## config.mk

```make
export PLATFORM = sky130hd
export DESIGN_NAME = abs_dif_acc_flat
export DESIGN_NICKNAME = d
export VERILOG_FILES = /design/src/rtl/abs_dif_pkg.sv /design/src/rtl/abs_dif_acc_if.sv /design/src/rtl/abs_dif_core.sv /design/src/rtl/abs_dif_acc.sv /design/src/flat_wrapper.sv
export SDC_FILE = /design/constraint.sdc
export NUM_CORES = 1
export LEC_CHECK = 0
export ABC_AREA = 1
export ABC_CLOCK_PERIOD_IN_PS = 4800
export BUFFER_PORTS_ARGS = -buffer_cell sky130_fd_sc_hd__clkbuf_2
export CELL_PAD_IN_SITES_DETAIL_PLACEMENT = 0
export CELL_PAD_IN_SITES_GLOBAL_PLACEMENT = 1
export CORE_UTILIZATION = 25
export DETAILED_ROUTE_END_ITERATION = 16
export MAX_ROUTING_LAYER = met4
export PLACE_DENSITY_LB_ADDON = 0.1
export REMOVE_ABC_BUFFERS = 1
export SETUP_SLACK_MARGIN = 0.15
export SYNTH_ARGS = -nofsm -noshare
export SYNTH_HDL_FRONTEND = slang
export SYNTH_SLANG_ARGS = --single-unit
export TNS_END_PERCENT = 50
```

## constraint.sdc

```tcl
create_clock -name clk -period 4.8 [get_ports clk]
set_clock_uncertainty 0.2 [all_clocks]
set_input_delay 0.48 -clock clk [delete_from_list [all_inputs] [get_ports clk]]
set_output_delay 0.48 -clock clk [all_outputs]
set_load 0.1 [all_outputs]
```

## src/rtl/abs_dif_pkg.sv

```systemverilog
// Shared types and helpers for the sum-of-absolute-differences engine.
package abs_dif_pkg;

  // Widest operand the magnitude helper handles.
  localparam int MAX_N = 64;

  // Width of a block sum: LEN values of up to 2^n-1 each.
  function automatic int sum_width(input int n, input int len);
    return n + $clog2(len);
  endfunction

  // Exact magnitude |a-b| of two n-bit operands.
  // Operands are extended to MAX_N+1 bits: sign-extended when signed_mode is set, zero-extended otherwise.
  // They are then subtracted as signed values. The magnitude always fits in n unsigned bits.
  function automatic logic [MAX_N-1:0] abs_diff(input logic [MAX_N-1:0] a,
                                                input logic [MAX_N-1:0] b,
                                                input int               n,
                                                input bit               signed_mode);
    logic [MAX_N:0] ae;
    logic [MAX_N:0] be;
    logic [MAX_N:0] d;
    for (int i = 0; i <= MAX_N; i++) begin
      if (i < n) begin
        ae[i] = a[i];
        be[i] = b[i];
      end else begin
        ae[i] = signed_mode & a[n-1];
        be[i] = signed_mode & b[n-1];
      end
    end
    d = ae - be;
    if (d[MAX_N]) d = -d;
    return d[MAX_N-1:0];
  endfunction

endpackage

```

## src/rtl/abs_dif_acc_if.sv

```systemverilog
// Operand stream and block-sum stream of the SAD engine.
// Handshake: a beat moves on a rising clk edge where valid && ready are both high.
// The sender keeps valid and its data stable until that edge.
// ready may depend combinationally on the receiver's own state but never on valid.
interface abs_dif_acc_if
  import abs_dif_pkg::*;
#(
  parameter int N   = 8,
  parameter int LEN = 16
);
  localparam int S  = sum_width(N, LEN);
  localparam int CW = $clog2(LEN);

  logic          in_valid;
  logic          in_ready;
  logic [N-1:0]  a_in;
  logic [N-1:0]  b_in;
  logic          out_valid;
  logic          out_ready;
  logic [S-1:0]  sad_out;
  logic [N-1:0]  dif_out;
  logic [CW-1:0] cnt_out;

  modport master (
    output in_valid, a_in, b_in, out_ready,
    input  in_ready, out_valid, sad_out, dif_out, cnt_out
  );

  modport slave (
    input  in_valid, a_in, b_in, out_ready,
    output in_ready, out_valid, sad_out, dif_out, cnt_out
  );
endinterface

```

## src/rtl/abs_dif_core.sv

```systemverilog
// Combinational N-bit magnitude unit, unsigned or two's complement.
module abs_dif_core
  import abs_dif_pkg::*;
#(
  parameter int N      = 8,
  parameter int SIGNED = 0
) (
  input  logic [N-1:0] a,
  input  logic [N-1:0] b,
  output logic [N-1:0] dif
);

  // |a-b| truncated back to N bits; the result is exact at that width.
  always_comb dif = N'(abs_diff(MAX_N'(a), MAX_N'(b), N, SIGNED != 0));

endmodule

```

## src/rtl/abs_dif_acc.sv

```systemverilog
// Streaming SAD engine.
// Stage 1 registers |a-b|. Stage 2 accumulates LEN differences and loads the block sum into a held output register.
module abs_dif_acc
  import abs_dif_pkg::*;
#(
  parameter int N      = 8,
  parameter int LEN    = 16,
  parameter int SIGNED = 0
) (
  input  logic          clk,
  input  logic          rst_n,
  input  logic          clr,
  abs_dif_acc_if.slave  bus
);
  localparam int S  = sum_width(N, LEN);
  localparam int CW = $clog2(LEN);

  logic          pipe_en;
  logic          xfer;
  logic          last;
  logic          load;
  logic [N-1:0]  dif_c;
  logic [N-1:0]  d_reg;
  logic          d_vld;
  logic [S-1:0]  acc;
  logic [S-1:0]  acc_next;
  logic [CW-1:0] cnt;
  logic          out_valid_q;
  logic [S-1:0]  sad_q;

  abs_dif_core #(.N(N), .SIGNED(SIGNED)) u_core (
    .a   (bus.a_in),
    .b   (bus.b_in),
    .dif (dif_c)
  );

  // The whole pipe freezes only while a finished sum waits for its consumer.
  always_comb begin
    pipe_en  = !(out_valid_q && !bus.out_ready);
    xfer     = bus.in_valid && pipe_en;
    last     = (cnt == CW'(LEN - 1));
    acc_next = acc + S'(d_reg);
    load     = pipe_en && d_vld && last && !clr;
  end

  assign bus.in_ready  = pipe_en;
  assign bus.out_valid = out_valid_q;
  assign bus.sad_out   = sad_q;
  assign bus.dif_out   = d_reg;
  assign bus.cnt_out   = cnt;

  // Difference stage and accumulator.
  // clr discards the partial block and any pair offered alongside it.
  always_ff @(posedge clk or negedge rst_n) begin
    if (!rst_n) begin
      d_reg <= '0;
      d_vld <= 1'b0;
      acc   <= '0;
      cnt   <= '0;
    end else if (clr) begin
      d_vld <= 1'b0;
      acc   <= '0;
      cnt   <= '0;
    end else if (pipe_en) begin
      if (xfer) begin
        d_reg <= dif_c;
        d_vld <= 1'b1;
      end else begin
        d_vld <= 1'b0;
      end
      if (d_vld) begin
        if (last) begin
          acc <= '0;
          cnt <= '0;
        end else begin
          acc <= acc_next;
          cnt <= cnt + CW'(1);
        end
      end
    end
  end

  // Held output register; a new sum may replace one being accepted in the same cycle.
  always_ff @(posedge clk or negedge rst_n) begin
    if (!rst_n) begin
      out_valid_q <= 1'b0;
      sad_q       <= '0;
    end else if (load) begin
      out_valid_q <= 1'b1;
      sad_q       <= acc_next;
    end else if (out_valid_q && bus.out_ready) begin
      out_valid_q <= 1'b0;
    end
  end

endmodule

```

## src/flat_wrapper.sv

```systemverilog
// flat-port wrapper written by rule: the top's interface ports become plain ports
module abs_dif_acc_flat import abs_dif_pkg::*;
#(
  parameter int N      = 8,
  parameter int LEN    = 16,
  parameter int SIGNED = 0
)
  (clk, rst_n, clr, bus_in_valid, bus_a_in, bus_b_in, bus_out_ready, bus_in_ready, bus_out_valid, bus_sad_out, bus_dif_out, bus_cnt_out);
  abs_dif_acc_if #(.N(N), .LEN(LEN)) bus_i ();
  input  logic clk;
  input  logic rst_n;
  input  logic clr;
  input wire logic [$bits(bus_i.in_valid)-1:0] bus_in_valid;
  input wire logic [$bits(bus_i.a_in)-1:0] bus_a_in;
  input wire logic [$bits(bus_i.b_in)-1:0] bus_b_in;
  input wire logic [$bits(bus_i.out_ready)-1:0] bus_out_ready;
  output wire logic [$bits(bus_i.in_ready)-1:0] bus_in_ready;
  output wire logic [$bits(bus_i.out_valid)-1:0] bus_out_valid;
  output wire logic [$bits(bus_i.sad_out)-1:0] bus_sad_out;
  output wire logic [$bits(bus_i.dif_out)-1:0] bus_dif_out;
  output wire logic [$bits(bus_i.cnt_out)-1:0] bus_cnt_out;
  assign bus_i.in_valid = bus_in_valid;
  assign bus_i.a_in = bus_a_in;
  assign bus_i.b_in = bus_b_in;
  assign bus_i.out_ready = bus_out_ready;
  assign bus_in_ready = bus_i.in_ready;
  assign bus_out_valid = bus_i.out_valid;
  assign bus_sad_out = bus_i.sad_out;
  assign bus_dif_out = bus_i.dif_out;
  assign bus_cnt_out = bus_i.cnt_out;
  abs_dif_acc #(.N(N), .LEN(LEN), .SIGNED(SIGNED)) u_core (.clk(clk), .rst_n(rst_n), .clr(clr), .bus(bus_i));
endmodule
```

---- Word-level counts from Yosys, hierarchy flattened ----
Index checks and enable logic that the tools add are counted.
W data, S select, Z words.
word-level totals
  register bits after elaboration ......... 38
  bits of input ports ..................... 21
  output and inout port bits .............. 26
cells by class
  $add $sub $neg .......................... 4
  eq/ne operators ......................... 2
  multiplexer cells ....................... 14
  bitwise operators ....................... 2
  reduce and logical (&&, ||, !) cells .... 13
operators with widths
  cell                   count
  $mux W12               4
  $mux W4                4
  $add A12 B8 Y12        1
  $sub A8 B8 Y9          1
  $mux W8                1
  $neg A8 Y8             1
  $logic_and A1 B1 Y1    6
  $mux W1                5
  $add A4 B1 Y4 const B  1
  $eq A4 B4 Y1 const B   1
  $reduce_bool A2 Y1     2
  $logic_not A1 Y1       3
  $reduce_and A3 Y1      1
  $ne A2 B2 Y1 const B   1
  $not A1 Y1             2
  $reduce_and A2 Y1      1

---- Depth between registers and ports, before layout ----
Gate-level depths: netlist (run 1).
  depth in word-level cells ............... 7
  depth in mapped cells ................... 15

---- Modules after synthesis ----
From an unflattened synthesis (run 1), not the netlist that was laid out.
second synthesis, totals
  cell total of the unflattened synthesis .. 364
  area total of the unflattened synthesis .. 2,758.9 µm²
by module, submodules not included
  module        times used  cells each  area each (µm²)  sequential area each (µm²)
  abs_dif_acc   1           244         2,075.7          950.9
  abs_dif_core  1           120         683.2            0.0

---- Worst setup path before layout (run 1) ----
Ideal clock, no wire load.
  kind .................................... register to register
  start point ............................. register u_core.out_valid_q (netlist: u_core.bus.out_valid)
  end point ............................... register u_core.d_reg[1] (netlist: u_core.bus.dif_out[1])
  setup time .............................. 76 ps
  arrival time ............................ 2,314 ps
  required time ........................... 4,524 ps
  slack ................................... 2,210 ps
  stages on the path, launching flop included .. 8
  buffers on the path ..................... 0
  clock period less this slack ............ 2,590 ps
  cell sequence ........................... dfrtp_1 inv_1 nor2_1 inv_1 nand3_2 inv_1 o21ai_0 o21ai_1
on the way
  cells in the longest elaborated chain, start to end .. 4
ends and longest elaborated chain
  element                      line                text
  from (decl)                  abs_dif_acc.sv:28   logic out_valid_q;
  from (signal assigned)       abs_dif_acc.sv:86   out_valid_q <= 1'b0;
  from (signal assigned)       abs_dif_acc.sv:89   out_valid_q <= 1'b1;
  from (signal assigned)       abs_dif_acc.sv:92   out_valid_q <= 1'b0;
  $logic_and A1 B1 Y1          abs_dif_acc.sv:39   pipe_en = !(out_valid_q && !bus.out_ready);
  $logic_not A1 Y1             abs_dif_acc.sv:39
  net bus_in_ready             flat_wrapper.sv:17  output wire logic [$bits(bus_i.in_ready)-1:0] bus_in_ready;
  $logic_and A1 B1 Y1          abs_dif_acc.sv:40   xfer = bus.in_valid && pipe_en;
  $reduce_and A3 Y1 (no line)  --
  to (signal assigned)         abs_dif_acc.sv:66   d_reg <= dif_c;
  to (decl)                    abs_dif_acc.sv:23   logic [N-1:0] d_reg;
The timed path passes the listed nets, and every way through them passes these cells.
A chain may end at the register's enable or synchronous reset.

---- Worst setup path after layout (run 1) ----
  start point ............................. input bus_a_in[0]
  end point ............................... register u_core.d_reg[6] (netlist: u_core.bus.dif_out[6])
on the way
  cells in the longest elaborated chain, start to end .. 3
ends and longest elaborated chain
  element          line                text
  from (decl)      flat_wrapper.sv:14  input wire logic [$bits(bus_i.a_in)-1:0] bus_a_in;
  $sub A8 B8 Y9 *  abs_dif_pkg.sv:31   d = ae - be;
  $neg A8 Y8       abs_dif_pkg.sv:32   if (d[MAX_N]) d = -d;
  $mux W8 *        abs_dif_pkg.sv:32
Mark *: on every way between the ends. The rest lies on a longest branch, timed or not.

==> results of run 1 <==
-- worst max path at each step --
stage                                              to  slack [ns]  cells after the start
finish              u_core.bus.dif_out[6]$_DFFE_PN0P_        2.58                     15
global route        u_core.bus.dif_out[6]$_DFFE_PN0P_        2.37                     15
CTS                 u_core.bus.dif_out[6]$_DFFE_PN0P_        2.57                     15
detailed placement  u_core.bus.dif_out[6]$_DFFE_PN0P_        2.29                     15
global placement    u_core.bus.dif_out[6]$_DFFE_PN0P_        2.29                     15
floorplan           u_core.bus.dif_out[1]$_DFFE_PN0P_        2.21                      7
-- per-layer routing --
layer  vias up  GRT usage  part of all wire
met5         -          -                 0
met4         0     0.0363            0.0093
met3         7     0.0251             0.036
met2        41      0.205              0.43
met1       989      0.181              0.52
li1       1206          -                 -
-- Yosys cell counts, drive strengths merged --
cell type / count
xor2: 2
inv: 49
buf: 2
clkbuf: 1
o22ai: 1
ha: 18
o21ai: 24
fa: 2
nand3b: 8
nor3: 1
a31oi: 1
o21a: 1
dfrtp: 38
o31ai: 1
and3: 1
nand4: 2
o211ai: 1
a32o: 1
a21oi: 12
nand3: 33
nand2: 114
or2: 1
xnor2: 4
nor2: 25
-- power groups by stage --
stage	clock network, W	logic (W)	registers [W]
floorplan	0	0.000181	0.000483
global placement	0	0.000377	0.000376
detailed placement	0	0.000375	0.000375
CTS	0.000250	0.000378	0.000368
global route	0.000258	0.000417	0.000372
finish	0.000235	0.000374	0.000367
-- worst max-delay path: stages --
cell and delay, ns:
clkbuf_2 0.08, inv_1 0.03, ha_1 0.16, inv_1 0.10, fa_1 0.44, inv_1 0.09, ha_1 0.19, nand2_1 0.07
nand3b_1 0.19, nor2_1 0.10, nand2_1 0.07, nand2_1 0.06, nand2_1 0.04, nand3_1 0.06, nand2_1 0.05
-- state kept, by name (all words and copies together) (netlist names) --
| register | count |
|---|---|
| u_core.bus.out_valid | 1 |
| u_core.bus.dif_out | 8 |
| u_core.acc | 12 |
| u_core.bus.cnt_out | 4 |
| u_core.d_vld | 1 |
| u_core.bus.sad_out | 12 |
-- cell families (layout without fill, tap and decap cells) --
kind of cell / after synthesis / in the layout / share of synthesized area
xor+xnor: 6 / 6 / 0.0208
simple gates: 185 / 185 / 0.331
compound gates: 42 / 42 / 0.0904
flops: 38 / 38 / 0.375
fa+ha+maj: 20 / 20 / 0.105
buf+inv: 52 / 105 / 0.0781
-- metrics by stage --
stage                     area, um2  power [W]
after detailed placement       2930   0.000750
after global placement         2930   0.000753
after floorplan                2520   0.000664
after global routing           3030    0.00105
after CTS                      3030   0.000995
final                          3030   0.000975
-- final cells by class --
type | instances | share of cell area
inverters | 49 | 0.0608
well taps | 133 | 0.0550
clock inverters | 2 | 0.00414
clock buffers | 6 | 0.0273
repair buffers | 48 | 0.0811
multi-input cells | 253 | 0.457
flip-flops and latches | 38 | 0.314
==> flow_summary_export.csv, run 1 <==
group,metric,value,unit
sta,whs,0.145,ns
yosys,netlist_instances,343,
sta,fin_tns_setup,0,ns
clock_network,post_cts_buffers,0,
yosys,synth_area_leaders,"dfrtp_1 (38%), nand2_1 (16%), ha_1 (8.9%)",
route,wl_per_cell,11.6,um
finish,mostFrequentLayoutCells,"nand2_1 (109), inv_1 (47), clkbuf_2 (46), dfrtp_1 (38), nand3_1 (30)",
yosys,synth.distinct_cells,31,
clock_network,hold_buffers,0,
sta,max_freq,450,MHz
worst_setup_path,critical_path_class,"in -> reg",
sta,hold_viol_final,0,
min_path,hp-class,"in -> async",
clock_network,cts-root-buf,"clkbuf_8",
worst_setup_path,worstPathRequired,4.78,ns
clock_network,cts_tree,"done",
status,status,"completed",
placement,place_congestion,0.757,
worst_setup_path,r2r_start,"u_core.bus.dif_out[0]$_DFFE_PN0P_",
global_routing,grt_remaining_overflow,0,
finish,drive_gt1_frac,0.182,
global_routing,grt_max_degree,39,
placement,port_buffers,46,
worst_setup_path,regToRegSetupSlack,2.61,ns
worst_setup_path,start_kind,"primary input",
worst_setup_path,worstPathArrival,2.20,ns
clock_network,clockBufferDepth,2,
finish,final.fill_count,1073,
yosys,synth_top_cell_by_area,"dfrtp_1",
global_routing,grt_pass1_wl,10500,um
worst_setup_path,reg2regPathDepth,10,
die,dieArea,0.0105,mm2
yosys,synth.avg_cell_area,7.38,um2
finish,multiInputGateArea,0.00138,mm2
die,start_util,0.259,
sta,slew_violations,0,
pwr,power_density,322,mW/mm2
route,dr.pass1.iters,4,
pwr,vdd_ir_drop_max,0.119,mV
clock_network,h-tree-depth,2,
worst_setup_path,r2r_end,"u_core.bus.sad_out[6]$_DFFE_PN0P_",
worst_setup_path,worstSetupStartpoint,"bus_a_in[0]",
worst_setup_path,path_max_fanout,3,
yosys,ys_warn_count,0,
die,num_rows,36,
global_routing,grt_antenna_before_repair,0,
route,vias_per_cell,4.24,
pwr,power.internal,0.000559,W
yosys,syn_area,0.00253,mm2
global_routing,grt_pass1_vias,2242,
finish,fin_nets,436,
sta,post-route-period-util,0.462,
job,drv_cap,0,
finish,seqCellArea,951,um2
route,wirelength,6130,um
sta,fin_ws,2.58,ns
worst_setup_path,setup.worst_path.end_class,"flip-flop",
finish,diodes,0,
finish,layout_commonest_cell,"nand2_1",
yosys,yosysTopAreaCellShare,0.375,
sta,rsz0062_at_grt,"no",
global_routing,grt.total_usage,0.134,
pwr,sw_frac_of_total,0.427,
route,drc,0,
pwr,p_leak,1.65,nW
sta,period_minus_slack,2.22,ns
clock_network,clock_latency,0.29,ns
die,die_h,103,um
clock_network,clk_pin_slew,0.08,ns
sta,setup_violations,0,
pwr,pwr-share-clk,0.241,
sta,slew_headroom,0.324,
clock_network,numCtsBuffers,5,
route,final_antenna_net_count,0,
yosys,ys_seq_area_frac,0.375,
finish,areaGrowthSynthToFinish,19.5,%
die,die_w,103,um
sta,worst_slew_pin_slew,1.01,ns
finish,final_util,0.310,
placement,dp.cells,521,
route,vias,2243,
die,core_area,0.00977,mm2
placement,dp_hpwl,4760,um
clock_network,cts_resized,0,
placement,dpl_worst_slack,2.29,ns
clock_network,cts_sinks,38,
pwr,switchingPower,0.000417,W
pwr,power_frac_comb,0.383,
die,boundaryPins,47,
route,drt_iter0_markers,69,
finish,layout.cells.non_filler,529,
yosys,yosys_register_bits,38,
pwr,pwr-share-seq,0.376,
No activity file was read; power rests on OpenSTA's default activity.
==> run 2: changes to the inputs <==
--- a/config.mk
+++ b/config.mk
@@ -6,7 +6,7 @@
 export NUM_CORES = 1
 export LEC_CHECK = 0
 export ABC_AREA = 1
-export ABC_CLOCK_PERIOD_IN_PS = 4800
+export ABC_CLOCK_PERIOD_IN_PS = 1950
 export BUFFER_PORTS_ARGS = -buffer_cell sky130_fd_sc_hd__clkbuf_2
 export CELL_PAD_IN_SITES_DETAIL_PLACEMENT = 0
 export CELL_PAD_IN_SITES_GLOBAL_PLACEMENT = 1
==> constraint.sdc (replaced) <==
create_clock -name clk -period 1.95 [get_ports clk]
set_clock_uncertainty 0.2 [all_clocks]
set_input_delay 0.195 -clock clk [delete_from_list [all_inputs] [get_ports clk]]
set_output_delay 0.195 -clock clk [all_outputs]
set_load 0.1 [all_outputs]
==> run 2 against run 1 <==
Effect of this change: non-clock buffer count up 48; total power rose to 2.9 times the previous value; critical path type is now reg -> reg; final cell count up 9.1%; register-to-register slack worse by 2.7 ns; global-route usage up 1.1 points; worst hold slack worse by 0.13 ns; die area unchanged; largest cell class unchanged; sequential share of layout area down 5.1 points; count of clock-buffer cells in the layout up 1; core utilization up 5.9 points; combinational power rose to 3.4 times the previous value; the flow now finishes with violations (negative setup slack); cell area up 19%.
==> flow_summary_export.csv, run 2 (same netlist as run 1, synthesis figures left out) <==
group,metric,value,unit
sta,post-route-period-util,1.04,
die,core_area,0.00977,mm2
die,dieArea,0.0105,mm2
die,num_rows,36,
die,boundaryPins,47,
finish,drive_gt1_frac,0.338,
placement,port_buffers,46,
route,drc,0,
placement,dp.cells,555,
finish,final_util,0.369,
route,final_antenna_net_count,0,
finish,areaGrowthSynthToFinish,42.3,%
job,drv_cap,0,
pwr,p_leak,1.92,nW
global_routing,grt_max_degree,39,
global_routing,grt_antenna_before_repair,0,
sta,max_freq,495,MHz
die,die_h,103,um
die,die_w,103,um
worst_setup_path,start_kind,"flip-flop",
sta,slew_violations,0,
sta,period_minus_slack,2.02,ns
sta,whs,0.0194,ns
finish,fin_nets,484,
global_routing,grt_pass1_wl,11500,um
worst_setup_path,setup.worst_path.end_class,"flip-flop",
status,violations,"negative setup slack",
sta,fin_ws,-0.0685,ns
placement,dp_hpwl,5110,um
global_routing,grt_pass1_vias,2465,
sta,slew_headroom,0.634,
clock_network,cts-root-buf,"clkbuf_8",
global_routing,grt.total_usage,0.145,
route,wirelength,6670,um
pwr,power_density,796,mW/mm2
die,start_util,0.259,
clock_network,cts_tree,"done",
finish,diodes,0,
clock_network,numCtsBuffers,5,
sta,setup_violations,7,
worst_setup_path,critical_path_class,"reg -> reg",
global_routing,grt_remaining_overflow,0,
clock_network,clock_latency,0.29,ns
clock_network,clk_pin_slew,0.08,ns
clock_network,h-tree-depth,2,
finish,layout_commonest_cell,"nand2_1",
route,dr.pass1.iters,4,
route,vias_per_cell,4.25,
worst_setup_path,worstPathArrival,2.00,ns
route,wl_per_cell,11.6,um
route,vias,2450,
sta,hold_viol_final,0,
min_path,hp-class,"in -> reg",
worst_setup_path,path_max_fanout,3,
worst_setup_path,worstPathRequired,1.94,ns
clock_network,clockBufferDepth,2,
status,status,"finished with violations",
route,drt_iter0_markers,68,
placement,place_congestion,0.810,
sta,rsz0062_at_grt,"yes",
finish,layout.cells.non_filler,577,
sta,worst_slew_pin_slew,0.552,ns
finish,mostFrequentLayoutCells,"nand2_1 (103), buf_4 (47), inv_1 (44), clkbuf_2 (44), dfrtp_1 (38)",
pwr,vdd_ir_drop_max,0.358,mV
clock_network,cts_sinks,38,
-- run 2: changes by cell type in the layout (fill, tap and decap cells not counted), moves of 5 or more --
| cell | delta |
|---|---|
| buf_4 | +45 |
| ha_1 | -6 |
| ha_4 | +5 |
| nand2_1 | -6 |
| nand2_2 | +5 |
| nand3_1 | -5 |
| nand3_2 | +5 |
| nor2_1 | -5 |
| nor2_2 | +5 |
| o21ai_0 | -7 |
| o21ai_1 | +7 |
-- run 2: through the flow --
stage          setup TNS [ns]  instance area [um2]  setup slack, ns  total power, W
6_report               -0.215                 3600          -0.0685         0.00287
2_1_floorplan          -15.57                 2520           -0.640         0.00163
5_1_grt                 -1.64                 3600           -0.175         0.00308
3_3_place_gp            -1.56                 3190           -0.261         0.00201
4_1_cts                -0.105                 3480          -0.0620         0.00282
3_5_place_dp            -1.73                 3190           -0.314         0.00201
-- run 2: critical path, cell delays in order (launching register included) --
cell and delay, ns:
dfrtp_1 0.39, ha_2 0.21, fa_2 0.35, nand3_2 0.07, nand2_2 0.07, nand2_2 0.06, and3_4 0.16, nor2_2 0.04
or2_1 0.22, nand3_1 0.07, nand2_1 0.05
-- run 2: report_power, final --
part / internal [W] / switching (W)
Clock: 0.000383 / 0.000293
Sequential: 0.000846 / 0.0000550
Combinational: 0.000502 / 0.000792
Total: 0.00173 / 0.00114
-- run 2: worst paths after layout --
check	start	end	depth (start not counted)	slack [ns]
max in group asynchronous	rst_n	u_core.bus.cnt_out[0]$_DFFE_PN0P_	3	0.89
worst min-delay path	clr	u_core.bus.cnt_out[2]$_DFFE_PN0P_	4	0.02
worst min register to register	u_core.bus.sad_out[9]$_DFFE_PN0P_	u_core.bus.sad_out[9]$_DFFE_PN0P_	2	0.29
min in group asynchronous	rst_n	u_core.bus.dif_out[0]$_DFFE_PN0P_	3	0.30
worst max-delay path	u_core.acc[0]$_DFFE_PN0P_	u_core.bus.sad_out[6]$_DFFE_PN0P_	10	-0.07
worst max register to register	u_core.acc[0]$_DFFE_PN0P_	u_core.bus.sad_out[6]$_DFFE_PN0P_	10	-0.07
-- run 2: cell type report --
cell class              count  area (um2)
flip-flops and latches     38         951
clock buffers               7        76.3
clock inverters             1        30.0
repair buffers             96         624
well taps                 133         166
multi-input cells         253        1570
fillers                  1076        6170
inverters                  49         186
-- run 2: metal layers --
metal / vias up / GRT usage / share of wire
met5: - / - / 0
met4: 0 / 0.0319 / 0.0090
met3: 7 / 0.0264 / 0.028
met2: 29 / 0.224 / 0.45
met1: 1118 / 0.198 / 0.52
li1: 1296 / - / -
-- run 2: repair_timing --
item                                    in CTS  in global routing
pin swaps                                   26                 22
hold buffers                                 1                  0
endpoints found under the setup margin      22                 31
hold endpoints to repair                    38                  0
resized for setup                           28                 22
buffers inserted                             8                  5
